===== config.mk =====
export PLATFORM = sky130hd
export DESIGN_NAME = mode_timer
export DESIGN_NICKNAME = d
export VERILOG_FILES = /design/src/rtl/mode_timer.sv
export SDC_FILE = /design/constraint.sdc
export NUM_CORES = 1
export LEC_CHECK = 0
export BUFFER_PORTS_ARGS = -buffer_cell sky130_fd_sc_hd__buf_2
export CORE_ASPECT_RATIO = 1.25
export CORE_MARGIN = 2
export CORE_UTILIZATION = 40
export DETAILED_ROUTE_END_ITERATION = 12
export PLACE_DENSITY = 0.73
export SKIP_CTS_REPAIR_TIMING = 1
export SLEW_MARGIN = 40
export SYNTH_ARGS = -nofsm -noshare
export SYNTH_HDL_FRONTEND = slang
export SYNTH_SLANG_ARGS = --single-unit

===== constraint.sdc =====
create_clock -name clk -period 4.7 [get_ports clk]
set_input_delay 0.47 -clock clk [delete_from_list [all_inputs] [get_ports clk]]
set_output_delay 0.47 -clock clk [all_outputs]
set_load 0.1 [all_outputs]

===== src/rtl/mode_timer.sv =====
// Programmable modulo timer with periodic/one-shot modes, start/stop control and runtime modulus.
// Optional increment prescaler is enabled by defining TIMER_PRESCALE_EN.
module mode_timer #(
  parameter int unsigned BIT_WIDTH   = 16,
  parameter int unsigned MOD_DEFAULT = 1000,
  parameter int unsigned PRESCALE    = 4
) (
  input  logic                 clk,
  input  logic                 reset,
  input  logic                 increment,
  input  logic                 start,
  input  logic                 stop,
  input  logic                 mode,
  input  logic                 cfg_wr,
  input  logic [BIT_WIDTH-1:0] cfg_mod,
  output logic [BIT_WIDTH-1:0] count,
  output logic                 rolling_over,
  output logic                 running,
  output logic                 done
);

  typedef enum logic [1:0] {
    IDLE = 2'd0,
    RUN  = 2'd1,
    DONE = 2'd2
  } state_t;

  state_t               state, state_next;
  logic [BIT_WIDTH-1:0] count_next;
  logic [BIT_WIDTH-1:0] modulus;
  logic [BIT_WIDTH-1:0] terminal;
  logic                 mode_q, mode_next;
  logic                 advance;
  logic                 pre_tick;
  logic                 launch;

  if (PRESCALE < 1) begin : g_bad_prescale
    $error("mode_timer: PRESCALE must be >= 1");
  end

`ifdef TIMER_PRESCALE_EN
  localparam int unsigned PW = (PRESCALE > 1) ? $clog2(PRESCALE) : 1;

  logic [PW-1:0] pre, pre_next;

  assign pre_tick = (pre == PW'(PRESCALE - 1));

  always_comb begin
    pre_next = pre;
    if (stop) begin
      pre_next = pre;
    end else if (launch) begin
      pre_next = '0;
    end else if (state == RUN && increment) begin
      pre_next = pre_tick ? '0 : pre + PW'(1);
    end
  end

  always_ff @(posedge clk or posedge reset) begin
    if (reset) pre <= '0;
    else       pre <= pre_next;
  end
`else
  assign pre_tick = 1'b1;
`endif

  // modulus 0 wraps to all-ones, giving a full 2^BIT_WIDTH period
  assign terminal     = modulus - BIT_WIDTH'(1);
  assign launch       = start && (state != RUN);
  assign advance      = (state == RUN) && increment && !stop && pre_tick;
  assign rolling_over = advance && (count == terminal);

  always_comb begin
    state_next = state;
    count_next = count;
    mode_next  = mode_q;
    if (stop) begin
      state_next = IDLE;
    end else if (launch) begin
      state_next = RUN;
      count_next = '0;
      mode_next  = mode;
    end else if (advance) begin
      if (count == terminal) begin
        count_next = '0;
        if (mode_q) state_next = DONE;
      end else begin
        count_next = count + BIT_WIDTH'(1);
      end
    end
  end

  always_ff @(posedge clk or posedge reset) begin
    if (reset) begin
      state   <= IDLE;
      count   <= '0;
      modulus <= BIT_WIDTH'(MOD_DEFAULT);
      mode_q  <= 1'b0;
      running <= 1'b0;
      done    <= 1'b0;
    end else begin
      state   <= state_next;
      count   <= count_next;
      mode_q  <= mode_next;
      running <= (state_next == RUN);
      done    <= (state_next == DONE);
      if (cfg_wr && state != RUN) modulus <= cfg_mod;
    end
  end

endmodule


==> impl_metrics.csv <==
group,metric,value,unit
run_status,status,"completed",
floorplan,core,5443,um^2
clock_tree,cts_tree,"built",
floorplan,num_rows,30,
synthesis,synth.area.top_cells,"dfrtp_1, mux2_2, dfstp_2",
drt,wirelength,5.076,mm
placed_design,place_hpwl,3.759,mm
setup_path,r2r_cells,8,
timing,finalMaxSlewViolations,0,
clock_tree,clock_latency,0.29,ns
timing,period_needed,3.804,ns
synthesis,synthXorXnorAreaFrac,0.07324,
global_routing,grt_start_max_net_pins,38,
synthesis,ys_top_cells_by_count,"dfrtp_1, nand2_1, nand3_1, mux2_2, nor2_1",
placed_design,gp_congestion,0.8191,
setup_path,required,4.23,ns
global_routing,grt_pass1_wl,8.128,mm
drt,firstDrtPassIters,4,
floorplan,die_w,71.41,um
drt,wl_per_cell,14.76,um
cells_and_area,drive_above_1_share,0.2929,
power_and_ir_drop,p_per_area,316.4,nW/um^2
timing,finClkSkew,0.002553,ns
timing,slew_headroom,0.5179,
clock_tree,clk_pin_slew,0.07,ns
synthesis,syn_inst,237,
synthesis,yosys.area.top_type,"dfrtp_1",
synthesis,synth_top_family_by_area,"simple AND/OR/NAND/NOR gates",
synthesis,synth_fa_ha_area_frac,0.01101,
clock_tree,cts_buffers,5,
synthesis,ys_dominant_reg_cell,"dfrtp_1",
clock_tree,clk_path_buf_depth,2,
setup_path,r2r_start,"modulus[9]$_DFFE_PP1P_",
setup_path,crit_path_max_fanout,4,
setup_path,crit_family,"simple AND/OR/NAND/NOR gates",
timing,fin_crit_sh,0.8094,
timing,setup_slack,0.8958,ns
synthesis,yosysWarnings,0,
global_routing,track_usage,0.1673,
timing,max_freq,262.9,MHz
synthesis,synth_fp_nets,262,
cells_and_area,synthToLayoutAreaGrowth,16.80,%
setup_path,critical_path_arrival,3.33,ns
timing,worst_slew_pin_slew,0.7189,ns
job,cap_violations,0,
synthesis,synth_area,2272,um^2
setup_path,rrSetupSlack,1.43,ns
drt,vias,1940,
synthesis,post-synth-top-count-cell,"dfrtp_1",
floorplan,start_util,0.4175,
cells_and_area,antenna_cells,0,
synthesis,synth_seq_cells,37,
floorplan,io_pins,42,
synthesis,synth_cell_types,47,
drt,drtIter0Drc,93,
clock_tree,cts-root-buf,"clkbuf_8",
drt,final_antenna_net_count,0,
setup_path,worstPathCellList,"or4_4 > o21a_1 > o41ai_2 > or4b_1 > a2111oi_4 > and3_1 > buf_2",
synthesis,yosysSeqAreaShare,0.4108,
global_routing,antenna_found_initial,0,
clock_tree,htree_levels,2,
synthesis,postSynth.asyncResetShare,1.000,
power_and_ir_drop,p_leak,1.167,nW
global_routing,first_global_vias,1781,
global_routing,gr-total-overflow,0,
timing,finalHoldViolCount,0,
floorplan,dieArea,6303,um^2
drt,drc,0,
setup_path,r2r-end,"count[4]$_DFFE_PP0P_",
setup_path,end_kind,"primary output",
min_path,hold_path.class,"input pin to async pin",
setup_path,max_stage_delay,0.55,ns
setup_path,path_class,"register to primary output",
drt,viasPerCell,5.640,
placed_design,pre_cts_ws,1.239,ns
timing,setup_viol,0,
floorplan,dieHeight,88.27,um
placed_design,port-buffer-count,41,
clock_tree,cts_sinks,37,
synthesis,syn_avg_cell_area,9.587,um^2
synthesis,synthMuxAreaShare,0.1024,
timing,setup-tns-final,0,ns
synthesis,synth_edf_count,0,
synthesis,synth_compound_area_frac,0.1388,
cells_and_area,nets,304,
setup_path,cp-start-kind,"register",
synthesis,yosys.area.top_type_share,0.3414,
power_and_ir_drop,peakVddDrop,0.0001731,V
synthesis,synthSimpleGateAreaFrac,0.2401,
setup_path,cp.buffers_inverters,1,
setup_path,slowest_stage,"or4_4",
timing,rsz0062_at_grt,"false",
-- logic make-up (layout without fill, tap and decap cells) --
kind of cell | after synthesis | count (layout)
adders and majority gates | 2 | 2
and+or+nand+nor | 105 | 105
DFF | 37 | 37
xor gates and xnor gates | 19 | 19
buffers and inverters | 14 | 57
AOI/OAI and AO/OA | 39 | 39
muxes | 21 | 21
-- flip-flops by register name, indices dropped and copies added, names as in the netlist --
register and count:
done 1, mode_q 1, modulus 16, state 2, running 1, count 16
-- power by group --
part           internal [mW]  switching (mW)
registers              0.351          0.0378
logic                 0.0685          0.0958
clock network          0.173           0.114
-- layer usage --
layer / vias to the layer above / track usage / part of all wire
li1: 952 / - / -
met1: 949 / 0.1928 / 0.41
met2: 32 / 0.2988 / 0.53
met3: 7 / 0.03303 / 0.036
met4: 0 / 0.07719 / 0.022
met5: - / 0 / 0
-- placed cells by master (no fill, tap or decap), types with 8 or more instances in the layout --
cell / instances
nand2_1: 28
nand3_1: 19
o21ai_0: 8
xor2_1: 11
dfrtp_1: 31
xnor2_1: 8
mux2_2: 18
nor2_1: 12
nor3_1: 11
buf_2: 41
and3_1: 11
-- worst max path at each step --
stage / startpoint / endpoint / slack (ns) / depth (start not counted)
final: modulus[9]$_DFFE_PP1P_ / rolling_over / 0.90 / 7
after CTS: modulus[9]$_DFFE_PP1P_ / rolling_over / 0.91 / 7
after global placement: modulus[9]$_DFFE_PP1P_ / rolling_over / 1.25 / 7
after floorplan: count[7]$_DFFE_PP0P_ / rolling_over / 0.75 / 6
after global routing: modulus[0]$_DFFE_PP0P_ / rolling_over / 0.80 / 9
after detailed placement: modulus[9]$_DFFE_PP1P_ / rolling_over / 1.24 / 7
-- layout make-up --
| type | count | area [um^2] |
|---|---|---|
| clock inverters | 1 | 30.03 |
| repair buffers | 42 | 212.7 |
| flip-flops and latches | 37 | 933.4 |
| well taps | 64 | 80.08 |
| clock buffers | 7 | 86.33 |
| multi-input cells | 186 | 1285 |
| fillers | 522 | 2789 |
| inverters | 7 | 26.28 |
-- worst min-delay path: cells and delay by family --
| kind | cells | cell delay, ns |
|---|---|---|
| buffers and inverters | 3 | 0.54 |
-- per-stage QoR --
step,hold slack [ns],area [um^2],utilization,std cells,power [mW]
CTS,0.2948,2654,0.4876,344,0.8509
floorplan,0.4672,2272,-,237,0.5161
detailed placement,0.5044,2537,0.4662,336,0.5601
global placement,0.5025,2537,0.4662,336,0.5539
finish,0.2813,2654,0.4876,344,0.8396
global route,0.3252,2654,0.4876,344,0.8809
No activity file was read; power rests on OpenSTA's default activity.
